[src/rtl/toplayici_hakem_pkg.sv]
// toplayici_hakem_pkg: shared adder defaults, requester IDs and the in-flight tag type
package toplayici_hakem_pkg;
  localparam int W_DEF = 32;
  localparam int LAT_DEF = 2;
  localparam int DEPTH_DEF = 4;
  localparam logic ID_ALU = 1'b0;
  localparam logic ID_AGU = 1'b1;
  typedef struct packed {
    logic v;
    logic id;
  } tag_t;
endpackage

[src/rtl/sonuc_fifo.sv]
// sonuc_fifo: first-word-fall-through result FIFO, modulo-DEPTH pointers
module sonuc_fifo #(
  parameter int W = 34,
  parameter int DEPTH = 4
) (
  input  logic         i_clk,
  input  logic         i_rst_n,
  input  logic         i_wr,
  input  logic [W-1:0] i_wdata,
  input  logic         i_rd,
  output logic [W-1:0] o_rdata,
  output logic         o_empty,
  output logic         o_full
);
  localparam int AW = DEPTH > 1 ? $clog2(DEPTH) : 1;
  localparam int CW = $clog2(DEPTH + 1);
  logic [W-1:0] r_mem [DEPTH];
  logic [AW-1:0] r_wp, r_rp;
  logic [CW-1:0] r_cnt;
  logic w_wr, w_rd;
  assign w_wr = i_wr & ~o_full;
  assign w_rd = i_rd & ~o_empty;
  assign o_empty = r_cnt == '0;
  assign o_full = r_cnt == CW'(DEPTH);
  // head reads as zero while empty so the result port shows reset values
  assign o_rdata = o_empty ? '0 : r_mem[r_rp];
  always_ff @(posedge i_clk)
    if (w_wr) r_mem[r_wp] <= i_wdata;
  always_ff @(posedge i_clk or negedge i_rst_n)
    if (!i_rst_n) begin
      r_wp <= '0;
      r_rp <= '0;
      r_cnt <= '0;
    end else begin
      if (w_wr) r_wp <= r_wp == AW'(DEPTH - 1) ? '0 : r_wp + 1'b1;
      if (w_rd) r_rp <= r_rp == AW'(DEPTH - 1) ? '0 : r_rp + 1'b1;
      r_cnt <= r_cnt + CW'(w_wr) - CW'(w_rd);
    end
  a_no_overflow: assert property (@(posedge i_clk) disable iff (!i_rst_n) !(i_wr && o_full));
endmodule

[src/rtl/toplayici_hakem.sv]
// toplayici_hakem: round-robin, credit-limited arbiter for a shared pipelined adder
module toplayici_hakem
  import toplayici_hakem_pkg::*;
#(
  parameter int W = W_DEF,
  parameter int LAT = LAT_DEF,
  parameter int DEPTH = DEPTH_DEF
) (
  input  logic         i_clk,
  input  logic         i_rst_n,
  input  logic         i_req0_valid,
  output logic         o_req0_ready,
  input  logic [W-1:0] i_req0_a,
  input  logic [W-1:0] i_req0_b,
  input  logic         i_req0_sub,
  input  logic         i_req1_valid,
  output logic         o_req1_ready,
  input  logic [W-1:0] i_req1_a,
  input  logic [W-1:0] i_req1_b,
  input  logic         i_req1_sub,
  output logic         o_add_valid,
  output logic [W-1:0] o_add_a,
  output logic [W-1:0] o_add_b,
  output logic         o_add_cin,
  input  logic [W-1:0] i_add_sum,
  input  logic         i_add_cout,
  output logic         o_res_valid,
  input  logic         i_res_ready,
  output logic [W-1:0] o_res_sum,
  output logic         o_res_cout,
  output logic         o_res_id,
  output logic         o_busy
);
  localparam int CW = $clog2(DEPTH + 1);
  logic [CW-1:0] r_cnt;
  logic r_ptr, r_add_id;
  tag_t r_tag [LAT];
  logic w_credit_ok, w_gnt0, w_gnt1, w_acc, w_deq, w_sel_sub, w_empty, w_full;
  logic [W-1:0] w_sel_a, w_sel_b;
  assign w_credit_ok = r_cnt < CW'(DEPTH);
  assign w_gnt0 = i_req0_valid & (~i_req1_valid | ~r_ptr);
  assign w_gnt1 = i_req1_valid & (~i_req0_valid | r_ptr);
  assign o_req0_ready = w_credit_ok & w_gnt0;
  assign o_req1_ready = w_credit_ok & w_gnt1;
  assign w_acc = o_req0_ready | o_req1_ready;
  assign w_sel_a = o_req1_ready ? i_req1_a : i_req0_a;
  assign w_sel_b = o_req1_ready ? i_req1_b : i_req0_b;
  assign w_sel_sub = o_req1_ready ? i_req1_sub : i_req0_sub;
  assign w_deq = o_res_valid & i_res_ready;
  assign o_res_valid = ~w_empty;
  assign o_busy = r_cnt != '0;
  always_ff @(posedge i_clk or negedge i_rst_n)
    if (!i_rst_n) begin
      o_add_valid <= 1'b0;
      o_add_a <= '0;
      o_add_b <= '0;
      o_add_cin <= 1'b0;
      r_add_id <= ID_ALU;
      r_ptr <= 1'b0;
      r_cnt <= '0;
      for (int i = 0; i < LAT; i++) r_tag[i] <= '0;
    end else begin
      o_add_valid <= w_acc;
      if (w_acc) begin
        o_add_a <= w_sel_a;
        o_add_b <= w_sel_sub ? ~w_sel_b : w_sel_b;
        o_add_cin <= w_sel_sub;
        r_add_id <= o_req1_ready ? ID_AGU : ID_ALU;
        r_ptr <= o_req0_ready;
      end
      // tag rides alongside the adder so it lines up with i_add_sum
      r_tag[0] <= '{v: o_add_valid, id: r_add_id};
      for (int i = 1; i < LAT; i++) r_tag[i] <= r_tag[i-1];
      r_cnt <= r_cnt + CW'(w_acc) - CW'(w_deq);
    end
  sonuc_fifo #(.W(W + 2), .DEPTH(DEPTH)) u_fifo (
    .i_clk  (i_clk),
    .i_rst_n(i_rst_n),
    .i_wr   (r_tag[LAT-1].v),
    .i_wdata({i_add_sum, i_add_cout, r_tag[LAT-1].id}),
    .i_rd   (w_deq),
    .o_rdata({o_res_sum, o_res_cout, o_res_id}),
    .o_empty(w_empty),
    .o_full (w_full)
  );
endmodule

[config.mk]
export PLATFORM = sky130hd
export DESIGN_NAME = toplayici_hakem
export DESIGN_NICKNAME = d
export VERILOG_FILES = /design/src/rtl/toplayici_hakem_pkg.sv /design/src/rtl/sonuc_fifo.sv /design/src/rtl/toplayici_hakem.sv
export SDC_FILE = /design/constraint.sdc
export NUM_CORES = 1
export LEC_CHECK = 0
export BUFFER_PORTS_ARGS = -buffer_cell sky130_fd_sc_hd__buf_2
export CAP_MARGIN = 25
export CORE_ASPECT_RATIO = 2
export CORE_MARGIN = 3
export CORE_UTILIZATION = 49
export DETAILED_ROUTE_END_ITERATION = 10
export GPL_TIMING_DRIVEN = 1
export HOLD_SLACK_MARGIN = 0.08
export MAX_ROUTING_LAYER = met4
export PLACE_DENSITY = 0.84
export SYNTH_ARGS = -nofsm -noshare
export SYNTH_HDL_FRONTEND = slang
export SYNTH_HIERARCHICAL = 1
export SYNTH_SLANG_ARGS = --single-unit
[constraint.sdc]
create_clock -name i_clk -period 3.25 [get_ports i_clk]
set_input_delay 0.1625 -clock i_clk [delete_from_list [all_inputs] [get_ports i_clk]]
set_output_delay 0.1625 -clock i_clk [all_outputs]
set_load 0.01 [all_outputs]
==> Yosys cells after proc, flatten, opt, wreduce, memory -nomap -nowiden <==
Memories as Yosys holds them, arrays and structs flattened.
Cells that the tools add are included.
{ "totals": {"register_bits": 82, "ramBits": 136, "output_inout_bits": 104, "n_memories": 1} }
{ "memory_table": {"columns": ["memory", "words", "word_bits", "rd", "rd_clocked_by_memory_dff", "write_ports", "line", "source"], "rows": [
  ["u_fifo.r_mem", 4, 34, 1, 0, 1, "sonuc_fifo.sv:17", "logic [W-1:0] r_mem [DEPTH];"]
]} }
{ "classes": {"addsub": 6, "magnitude_cmp": 1, "eq_ne": 3, "n_mux": 10, "bitwise": 16, "n_reduce_logical": 2} }
{ "op_table": {"columns": ["operator", "n"], "rows": [
  ["two-way mux 32 bit", 3],
  ["two-way mux 34 bit", 1],
  ["inverter 32 bit", 1],
  ["AND 1 bit", 7],
  ["adder 3 x 1 -> 3 bit", 2],
  ["subtractor 3 x 1 -> 3 bit", 2],
  ["inverter 1 bit", 5],
  ["adder 2 x 1 -> 2 bit, second input constant", 2],
  ["== test 2 bit, second input constant", 2],
  ["two-way mux 1 bit", 4],
  ["two-way mux 2 bit", 2],
  ["== test 3 bit, second input constant", 1],
  ["logical NOT 3 bit", 1],
  ["less-than comparator 3 bit, second input constant", 1],
  ["bitwise OR 1 bit", 3],
  ["nonzero test 3 bit", 1]
]} }

==> Logic depth before layout (Yosys ltp) <==
Gate-level depths: netlist (run 1).
{ "depth": {"word_depth": 7, "mapped_depth": 10} }

==> Hierarchy <==
The synthesis (run 1) kept the hierarchy.
{ "by_module_without_submodules": {"columns": ["mod", "n_inst", "cells_per_inst", "area_per_inst_um2"], "rows": [
  ["sonuc_fifo", 1, 252, 5688.0],
  ["toplayici_hakem", 1, 473, 4230.3]
]} }

==> Worst setup path before layout (run 1) <==
OpenSTA, ideal clock, no wires.
{ "synth_path": {"path_kind": "register to register", "start": "reg u_fifo.r_cnt[1]", "end": "reg u_fifo.r_cnt[2]", "setup_ns": 0.123, "arrival_time_ns": 2.508, "t_required_ns": 3.127, "setup_slack_ns": 0.619, "stages_incl_launch_ff": 11, "n_path_buf": 1, "period_less_slack_ns": 2.631, "path_cell_list": "dfrtp_1 > nor3_2 > buf_4 > nor2b_1 > nor2b_2 > ha_1 > inv_1 > ha_1 > fa_1 > xor2_1 > xnor2_1"} }
{ "synth_via": {"elab_chain_len": 5, "word_cells_on_any_way": 9, "cone_classes": "add/sub: 2; eq/ne: 1; bitwise: 5; reduce/logical: 1"} }
{ "synth_rtl": {"columns": ["item", "line", "source"], "rows": [
  ["start, declared", "sonuc_fifo.sv:19", "logic [CW-1:0] r_cnt;"],
  ["start signal, assigned", "sonuc_fifo.sv:37", "r_cnt <= r_cnt + CW'(w_wr) - CW'(w_rd);"],
  ["logical NOT 3 bit", "sonuc_fifo.sv:23", "assign o_empty = r_cnt == '0;"],
  ["net w_empty", "toplayici_hakem.sv:38", "logic w_credit_ok, w_gnt0, w_gnt1, w_acc, w_deq, w_sel_sub, w_empty, w_full;"],
  ["inverter 1 bit", "toplayici_hakem.sv:50", "assign o_res_valid = ~w_empty;"],
  ["AND 1 bit", "toplayici_hakem.sv:49", "assign w_deq = o_res_valid & i_res_ready;"],
  ["net w_deq", "toplayici_hakem.sv:38", null],
  ["AND 1 bit", "sonuc_fifo.sv:22", "assign w_rd = i_rd & ~o_empty;"],
  ["net u_fifo.w_rd", "sonuc_fifo.sv:20", "logic w_wr, w_rd;"],
  ["subtractor 3 x 1 -> 3 bit", "sonuc_fifo.sv:37", null]
]} }
The timed path passes the listed nets, and every way through them passes these cells.
A chain may end at the register's enable or synchronous reset.

==> results of run 1 <==
## state kept, by name, indices dropped and copies added, names as in the netlist
| name | count |
|---|---|
| r_tag | 4 |
| r_ptr | 1 |
| u_fifo/r_mem | 136 |
| o_add_b | 32 |
| r_cnt | 3 |
| u_fifo/r_wp | 2 |
| u_fifo/r_rp | 2 |
| r_add_id | 1 |
| o_add_a | 32 |
| o_add_cin | 1 |
| o_add_valid | 1 |
| u_fifo/r_cnt | 3 |
## through the flow
step	utilization, %	power (mW)	setup WS, ns	hold WS (ns)
6_report	67.9	12.0	0.562	0.0844
5_1_grt	67.9	12.5	0.460	0.0997
4_1_cts	67.7	11.8	0.553	0.0802
3_5_place_dp	57.1	8.81	0.954	0.303
3_3_place_gp	57.1	8.60	1.07	0.289
2_1_floorplan	-	7.25	0.619	-0.133
## layout make-up
| type | count | area share, % |
|---|---|---|
| clock inverter | 10 | 1.00 |
| sequential | 218 | 45.4 |
| clock buffer | 22 | 3.75 |
| tap | 262 | 2.43 |
| multi-input combinational | 434 | 25.0 |
| inverter | 12 | 0.333 |
| timing repair buffer | 434 | 21.9 |
| antenna | 5 | 0.0926 |
## timing repair
| action | 4_1_cts | 5_1_grt |
|---|---|---|
| hold endpoints to repair | 256 | 0 |
| setup endpoints to repair | 0 | 0 |
| hold buffers | 147 | 0 |
## Yosys cell counts, types with 12 or more instances
library cell,number
edfxtp_1,136
dfrtp_1,82
xor2_1,66
nor2_1,36
mux4_2,34
o21ai_0,34
a21oi_1,33
a31oi_1,33
nand2_1,33
nand3_1,33
nor3_1,32
o31ai_1,32
buf_2,25
nor2b_1,22
buf_4,16
clkbuf_1,12
## critical path: cells and delay by family, from the launching register on
| family | cells | cell delay (ns) |
|---|---|---|
| AND/OR/NAND/NOR | 1 | 0.66 |
| AO/OA/AOI/OAI | 2 | 0.44 |
| buffers and inverters | 2 | 1.00 |
| flip-flops | 1 | 0.50 |
## layer usage
metal	GRT usage, %	share of wire, %	vias up	wire (um)
li1	-	-	3445	-
met1	30.7	33	3818	9650
met2	47.6	54	582	15900
met3	4.40	8.8	105	2600
met4	10.6	4.6	0	1360
met5	-	0	-	0
## power groups by stage
| stage | Sequential (mW) | Combinational, mW | Clock [mW] |
|---|---|---|---|
| floorplan | 4.44 | 2.81 | 0 |
| global placement | 4.36 | 4.24 | 0 |
| detailed placement | 4.41 | 4.40 | 0 |
| CTS | 4.38 | 5.02 | 2.36 |
| global route | 4.50 | 5.58 | 2.47 |
| finish | 4.42 | 5.21 | 2.33 |
## how the worst max path moves through the flow
stage | cells after the start | start | to | slack [ns]
2_1_floorplan | 10 | u_fifo/r_cnt[1] | u_fifo/r_cnt[2] | 0.62
3_3_place_gp | 9 | u_fifo/r_cnt[1] | u_fifo/r_cnt[2] | 1.07
3_5_place_dp | 9 | u_fifo/r_cnt[1] | u_fifo/r_cnt[2] | 0.95
4_1_cts | 4 | u_fifo/r_rp[0] | o_res_sum[31] | 0.55
5_1_grt | 4 | u_fifo/r_rp[0] | o_res_sum[31] | 0.46
6_report | 5 | r_cnt[2] | o_add_a[25] | 0.56
## cells by family after synthesis
group | Yosys count | share of synthesized area [%]
flip-flops | 218 | 61.9
AND/OR/NAND/NOR | 183 | 10.0
AO/OA/AOI/OAI | 134 | 8.02
buffers and inverters | 73 | 4.35
XOR/XNOR | 68 | 6.00
multiplexers | 38 | 8.17
adder cells (fa/ha/maj) | 11 | 1.54
==> reports/results.ini, run 1 <==
[outcome]
status = finished, final reports clean

[power]
switching_power_mw = 4.27
p_comb_share_pct = 43.5
p_leak_nw = 5.54
pwr-share-clk_pct = 19.5
sw_frac_of_total_pct = 35.7
power_frac_seq_pct = 37.0
ir_drop_uv = 485
power_density_nw_per_um2 = 885
p_int_mw = 7.70

[floorplanning]
start_util_pct = 49.8
die_height_um = 207
design.core.area_sq_um = 19900
num_rows = 73
top_level_ports = 272
dieArea_sq_um = 22100
die_x_um = 107

[setup_path]
cp-end-kind = flip-flop
crit_fanout = 32
arrival_ns = 3.10
max_stage_delay_ns = 0.66
r2r_start = r_cnt[2]
worstPathCellList = nand2b_2 > buf_4 > o21ai_0 > a31oi_1 > dlygate4sd3_1
rr_worst_depth = 5
timing_worst_setup_path_type = flip-flop to flip-flop
reg2reg_setup_slack_ns = 0.56
slowest_stage = nand2b_2
r2r_end = o_add_a[25]
required_ns = 3.66
cp-start-kind = flip-flop

[clock_network]
clkTransAtPathRegs_ns = 0.07
root_buffer = clkbuf_16
cts_buffer_depth = 3
htree_levels = 1
cts_tree = built
clk_latency_ns = 0.48
postCtsSetupBuffers = 0
ctsResizeCount = 0
cts_buffers = 19
cts_sinks = 218

[sta]
max_freq_ghz = 0.372
clock_skew_ns = 0.0142
slew_headroom_pct = 36.3
setup-violations-final = 0
drv_slew = 0
timing.final.crit_share_pct = 82.7
worstMarginPinSlew_ns = 0.955
finalCriticalPeriod_ns = 2.69
tns_ns = 0
rsz0062_at_grt = false
finalHoldViolCount = 0

[synthesis]
synth_fp_nets = 904
synth_enable_flop_cells = 136
syn_area_sq_um = 9920
yosysTopAreaCellShare_pct = 41.2
yosys_warnings = 6
ys_types = 36
synth_top_area_cell = edfxtp_1
async_flop_share_pct = 37.6
syn_inst = 725
synth_seq_cells = 218
synth_area_leaders = edfxtp_1, dfrtp_1, mux4_2
ys_seq_area_share_pct = 61.9
synth_flop_cell = edfxtp_1
syn-mean-instance-area_sq_um = 13.7

[grt]
grt_pass1_wl_mm = 45.6
grt_max_degree = 68
grt_overflow = 0
antenna_found_initial = 4
grt_pass1_vias = 8253
grt.total_usage_pct = 27.2

[finish]
instances_no_fill = 1397
syn2layout_area_growth_pct = 36.2
final_common_cell = buf_2
seqCellArea_sq_um = 6140
final_cell_mix = buf_2, dlygate4sd3_1, edfxtp_1
multiInputGateArea_sq_um = 3380
drive_above_1_share_pct = 33.4
fillers = 1297
final_nets = 1298
design_area_sq_um = 13500

[detailed_routing]
drtPass1Iterations = 6
first_iter_violations = 735
wl_mm = 29.5
vias = 7950
drtAntennaViolNets = 0
avgRoutedWirePerCell_um = 21.1
routed_via_density = 5.69
drc = 0

[placed_design]
hpwl_mm = 17.3
portBuffers = 271
dpl_cell_area_sq_um = 11400
gp_congestion = 0.869
dp.cells = 1212

[run]
maxCapViolCount = 0

[worst_hold_path]
hold_path_depth = 4
hold-path-endpoint = o_add_b[19]
hold_path.class = input pin to flip-flop
hp-start = i_req1_b[19]

Power figures use the tool's default switching activity.
==> run 2, diff against run 1 <==
--- a/config.mk
+++ b/config.mk
@@ -5,6 +5,7 @@
 export SDC_FILE = /design/constraint.sdc
 export NUM_CORES = 1
 export LEC_CHECK = 0
+export ABC_AREA = 1
 export BUFFER_PORTS_ARGS = -buffer_cell sky130_fd_sc_hd__buf_2
 export CAP_MARGIN = 25
 export CORE_ASPECT_RATIO = 2
@@ -14,7 +15,7 @@
 export GPL_TIMING_DRIVEN = 1
 export HOLD_SLACK_MARGIN = 0.08
 export MAX_ROUTING_LAYER = met4
-export PLACE_DENSITY = 0.84
+export PLACE_DENSITY = 0.86
 export SYNTH_ARGS = -nofsm -noshare
 export SYNTH_HDL_FRONTEND = slang
 export SYNTH_HIERARCHICAL = 1
==> constraint.sdc (replaced) <==
create_clock -name i_clk -period 2.47 [get_ports i_clk]
set_input_delay 0.1235 -clock i_clk [delete_from_list [all_inputs] [get_ports i_clk]]
set_output_delay 0.1235 -clock i_clk [all_outputs]
set_load 0.01 [all_outputs]
==> reports/results.ini, run 2 <==
[outcome]
status = finished, final reports clean

[finish]
fillers = 1448  ; +12%
reg_top3 = u_fifo/r_mem: 136 flops, o_add_a: 32 flops, o_add_b: 32 flops
drive_above_1_share_pct = 19.2  ; -14 points
final_cell_mix = nand2_1, buf_2, inv_1
final_nets = 1957  ; +51%
largest_reg_flops = 136  ; unchanged
design_area_sq_um = 15000  ; +11%
syn2layout_area_growth_pct = 37.4
max_flop_register = u_fifo/r_mem
final_common_cell = nand2_1

[grt]
antenna_found_initial = 2  ; -2
grt_overflow = 0  ; unchanged
grt_pass1_vias = 11400  ; +38%
grt_max_degree = 68  ; unchanged
grt_pass1_wl_mm = 55.2  ; +21%
grt.total_usage_pct = 28.9  ; +1.7 points

[sta]
clock_skew_ns = 0.0135  ; -0.000651 ns
finalCriticalPeriod_ns = 2.34  ; -0.348 ns
slew_headroom_pct = 51.1  ; +15 points
max_freq_ghz = 0.427  ; +15%
worstMarginPinSlew_ns = 0.733  ; -0.222 ns
finalHoldViolCount = 0  ; unchanged
holdWs_ns = 0.104  ; +0.0194 ns
setup-violations-final = 0  ; unchanged
rsz0062_at_grt = false
timing.final.crit_share_pct = 94.7  ; +12 points
drv_slew = 0  ; unchanged

[floorplanning]
die_height_um = 217  ; +4.7%
die_x_um = 111  ; +4.6%
design.core.area_sq_um = 21700  ; +8.9%
num_rows = 76  ; +4.1%
dieArea_sq_um = 24200  ; +9.5%
top_level_ports = 272  ; unchanged
start_util_pct = 50.3  ; +0.47 points

[detailed_routing]
drtAntennaViolNets = 0  ; unchanged
first_iter_violations = 847  ; +15%
wl_mm = 34.5  ; +17%
drtPass1Iterations = 8  ; +2
routed_via_density = 5.29  ; -7.0%
avgRoutedWirePerCell_um = 16.7  ; -21%
vias = 10900  ; +38%
drc = 0  ; unchanged

[synthesis]
syn_inst = 1355  ; +87%
syn_area_sq_um = 10900  ; +9.9%
syn-mean-instance-area_sq_um = 8.05  ; -41%
synth_fp_nets = 1534  ; +70%
yosys_warnings = 6  ; unchanged

[placed_design]
hpwl_mm = 19.1  ; +11%
portBuffers = 271  ; unchanged
gp_congestion = 0.851  ; -2.1%
dpl_cell_area_sq_um = 12500  ; +10%

[worst_hold_path]
hold_path.class = input pin to flip-flop
hold_path_depth = 7  ; +3

[clock_network]
clk_latency_ns = 0.50  ; +0.02 ns
htree_levels = 1  ; unchanged
cts_tree = built
cts_buffers = 20  ; +1
clkTransAtPathRegs_ns = 0.07  ; about the same
root_buffer = clkbuf_16
cts_buffer_depth = 3  ; unchanged
cts_sinks = 218  ; unchanged
postCtsSetupBuffers = 0  ; unchanged

[setup_path]
crit_fanout = 67  ; +110%
required_ns = 2.85  ; -0.81 ns
timing_worst_setup_path_type = flip-flop to flip-flop
arrival_ns = 2.72  ; -0.38 ns
rr_worst_depth = 8  ; +3
cp-end-kind = flip-flop
cp-start-kind = flip-flop

[power]
fin_total_pwr_mw = 16.3  ; +36%
p_leak_nw = 7.91  ; +43%
ir_drop_uv = 693  ; +43%
power_density_nw_per_um2 = 1090  ; +23%

[run]
maxCapViolCount = 0  ; unchanged

run 2: worst max-delay path: stages (launching register included):
cell           delay, ns
dfrtp_1             0.44
nor2_4              0.14
buf_4               0.55
nand3_1             0.17
nand2_1             0.11
dlygate4sd3_1       0.56
nand2_1             0.08
nand3_1             0.10
nand2_1             0.07
run 2: metal layers:
metal	routed length, um	vias up	track usage (%)
met5	0	-	-
met4	2070	0	16.0
met3	2820	180	4.09
met2	17900	719	51.7
met1	11700	5052	30.3
li1	-	4990	-
run 2: path summary, 6_finish.rpt:
kind                               end  slack, ns         start
max                        o_add_b[15]       0.13      r_cnt[2]
min                        o_add_b[28]       0.10  i_req1_b[28]
max reg2reg                o_add_b[15]       0.13      r_cnt[2]
min reg2reg                   r_tag[1]       0.35      r_tag[3]
max in group asynchronous  o_add_b[23]       1.59       i_rst_n
min in group asynchronous  o_add_a[28]       0.16       i_rst_n
run 2: layout make-up:
class	count	area, sq um	share of cell area (%)
clock buffer	23	533	3.56
sequential	218	6140	41.0
clock inverter	12	151	1.01
multi-input combinational	839	3590	24.0
tap	273	342	2.28
timing repair buffer	473	3370	22.5
antenna	3	7.51	0.0501
inverter	226	848	5.66
run 2: through the flow:
stage,util (%),std cells,setup slack (ns),TNS [ns]
4_1_cts,69.0,2064,0.0189,0
3_3_place_gp,57.7,1852,0.411,0
6_report,69.1,2067,0.130,0
5_1_grt,69.1,2066,0.0540,0
3_5_place_dp,57.7,1852,0.370,0
2_1_floorplan,-,1355,-0.0536,-5.25
run 2: where the power goes:
group | switching, mW | internal [mW]
clock network | 1.38 | 1.88
logic | 4.69 | 2.69
registers | 0.542 | 5.07
run 2: what timing repair did:
action                                 CTS  global route
endpoints found under the hold margin  245             0
resized for setup                        0             4
setup endpoints to repair                0            28
hold buffers                           177             0
==> run 3, diff against run 2 <==
--- a/config.mk
+++ b/config.mk
@@ -10,12 +10,12 @@
 export CAP_MARGIN = 25
 export CORE_ASPECT_RATIO = 2
 export CORE_MARGIN = 3
-export CORE_UTILIZATION = 49
+export CORE_UTILIZATION = 45
 export DETAILED_ROUTE_END_ITERATION = 10
 export GPL_TIMING_DRIVEN = 1
 export HOLD_SLACK_MARGIN = 0.08
 export MAX_ROUTING_LAYER = met4
-export PLACE_DENSITY = 0.86
+export PLACE_DENSITY = 0.81
 export SYNTH_ARGS = -nofsm -noshare
 export SYNTH_HDL_FRONTEND = slang
 export SYNTH_HIERARCHICAL = 1
==> reports/results.ini, run 3 (synthesis gave the netlist of run 2 again) <==
[outcome]
status = finished, final reports clean

[setup_path]
worstPathCellList = nor2_4 > buf_4 > nand3_1 > nand2_1 > dlygate4sd3_1 > nand2_1 > nand3_1 > nand2_1
crit_fanout = 67  ; unchanged
arrival_ns = 2.74  ; +0.02 ns
rr_worst_depth = 8  ; unchanged
r2r_start = r_cnt[2]
max_stage_delay_ns = 0.59  ; +0.03 ns
cp-end-kind = flip-flop
required_ns = 2.86  ; about the same
critPathBufInv = 2  ; unchanged
slowest_stage = buf_4
cpLargestDelayFamily = buffers and inverters
r2r_end = o_add_b[26]
cp_common_cell = nand2_1
reg2reg_setup_slack_ns = 0.12  ; about the same
timing_worst_setup_path_type = flip-flop to flip-flop
cp-start-kind = flip-flop

[finish]
final_nets = 1957  ; unchanged
largest_reg_flops = 136  ; unchanged
drive_above_1_share_pct = 18.9  ; -0.29 points
design_area_sq_um = 15000  ; +0.27%
final_common_cell = nand2_1
final_cell_mix = nand2_1, buf_2, inv_1
reg_top3 = u_fifo/r_mem: 136 flops, o_add_a: 32 flops, o_add_b: 32 flops
syn2layout_area_growth_pct = 37.8
max_flop_register = u_fifo/r_mem

[sta]
timing.final.crit_share_pct = 94.9  ; +0.20 points
worst_slack_ns = 0.125  ; -0.00493 ns
rsz0062_at_grt = false
finalHoldViolCount = 0  ; unchanged
tns_ns = 0  ; unchanged
drv_slew = 0  ; unchanged
setup-violations-final = 0  ; unchanged
worstMarginPinSlew_ns = 0.749  ; +0.0158 ns
holdWs_ns = 0.136  ; +0.0326 ns
max_freq_ghz = 0.426  ; -0.21%
finalCriticalPeriod_ns = 2.35  ; +0.00492 ns
slew_headroom_pct = 50.0  ; -1.1 points
clock_skew_ns = 0.0186  ; +0.00508 ns

[grt]
grt_pass1_vias = 11200  ; -2.0%
grt_overflow = 0  ; unchanged
antenna_found_initial = 3  ; +1
grt.total_usage_pct = 26.6  ; -2.3 points
grt_pass1_wl_mm = 53.8  ; -2.5%
grt_max_degree = 69  ; +1.5%

[detailed_routing]
drtAntennaViolNets = 0  ; unchanged
wl_mm = 35.0  ; +1.4%
first_iter_violations = 975  ; +15%
avgRoutedWirePerCell_um = 16.8  ; +0.67%
drtPass1Iterations = 6  ; -2
vias = 11000  ; +0.16%
routed_via_density = 5.26  ; -0.57%
drc = 0  ; unchanged

[floorplanning]
design.core.area_sq_um = 23800  ; +9.9%
num_rows = 80  ; +5.3%
die_x_um = 116  ; +4.1%
dieArea_sq_um = 26200  ; +8.5%
start_util_pct = 45.8  ; -4.5 points
die_height_um = 226  ; +4.2%
top_level_ports = 272  ; unchanged

[clock_network]
cts_buffer_depth = 3  ; unchanged
clk_latency_ns = 0.50  ; about the same
cts_sinks = 218  ; unchanged
clkTransAtPathRegs_ns = 0.07  ; about the same
cts_tree = built
cts_buffers = 20  ; unchanged
htree_levels = 1  ; unchanged
postCtsSetupBuffers = 0  ; unchanged
root_buffer = clkbuf_16

[placed_design]
hpwl_mm = 19.1  ; +0.12%
dpl_cell_area_sq_um = 12500  ; +0.34%
gp_congestion = 0.836  ; -1.8%
portBuffers = 271  ; unchanged
pre_cts_slack_ns = 0.340  ; -0.0304 ns

[power]
fin_total_pwr_mw = 16.2  ; -0.46%
ir_drop_uv = 948  ; +37%
power_density_nw_per_um2 = 1080  ; -0.73%
p_leak_nw = 7.90  ; -0.11%

[worst_hold_path]
hold_path.class = input pin to asynchronous set/reset pin

[run]
maxCapViolCount = 0  ; unchanged

[run 3: changes by cell type in the layout (fill, tap and decap cells not counted), sizes merged]
| cell | change |
|---|---|
| inv | +1 |
| clkinv | -2 |
| clkbuf | +2 |
[run 3: how the worst max path moves through the flow]
stage                     cells after the start                  to  slack, ns            from
after global placement                        9            r_cnt[2]       0.39        r_cnt[2]
after detailed placement                      9            r_cnt[2]       0.34        r_cnt[2]
after floorplan                               4  u_fifo/r_mem[0][0]      -0.05  u_fifo/r_wp[0]
after global routing                          6       o_res_sum[20]       0.03  u_fifo/r_rp[0]
after CTS                                    10         o_add_a[27]       0.02           r_ptr
final                                         8         o_add_b[26]       0.12        r_cnt[2]
[run 3: layout make-up]
cell class | count | area (sq um)
fillers | 1704 | 8800
flip-flops and latches | 218 | 6140
multi-input cells | 839 | 3590
repair buffers | 473 | 3400
inverters | 226 | 848
clock buffers | 25 | 541
well taps | 287 | 359
clock inverters | 11 | 134
diodes | 3 | 7.51
[run 3: where the power goes]
part           internal, mW  switching [mW]  total [mW]
Clock                  1.87            1.34        3.21
Combinational          2.63            4.69        7.32
Sequential             5.07           0.576        5.65
Total                  9.58            6.60        16.2
[run 3: per-stage QoR]
step / std cells / util, %
after floorplan: 1355 / -
after global placement: 1866 / 52.7
after detailed placement: 1866 / 52.7
after CTS: 2079 / 62.9
after global routing: 2082 / 63.0
final: 2082 / 63.0
[run 3: per-layer routing]
metal  track usage (%)  vias to the layer above  wire length (um)
li1                  -                     4998                 -
met1              26.7                     4985             11600
met2              46.0                      749             18100
met3              5.31                      226              3020
met4              17.0                        0              2340
met5                 -                        -                 0
[run 3: repair_timing]
item | CTS | global route
hold buffers | 177 | 0
hold endpoints to repair | 237 | 0
resized for setup | 0 | 6
setup endpoints to repair | 0 | 45
[run 3: worst register-to-register path, stage by stage, from the launching register on]
cell and delay [ns]:
dfrtp_1 0.43, nor2_4 0.14, buf_4 0.59, nand3_1 0.20
nand2_1 0.11, dlygate4sd3_1 0.58, nand2_1 0.07, nand3_1 0.08
nand2_1 0.05
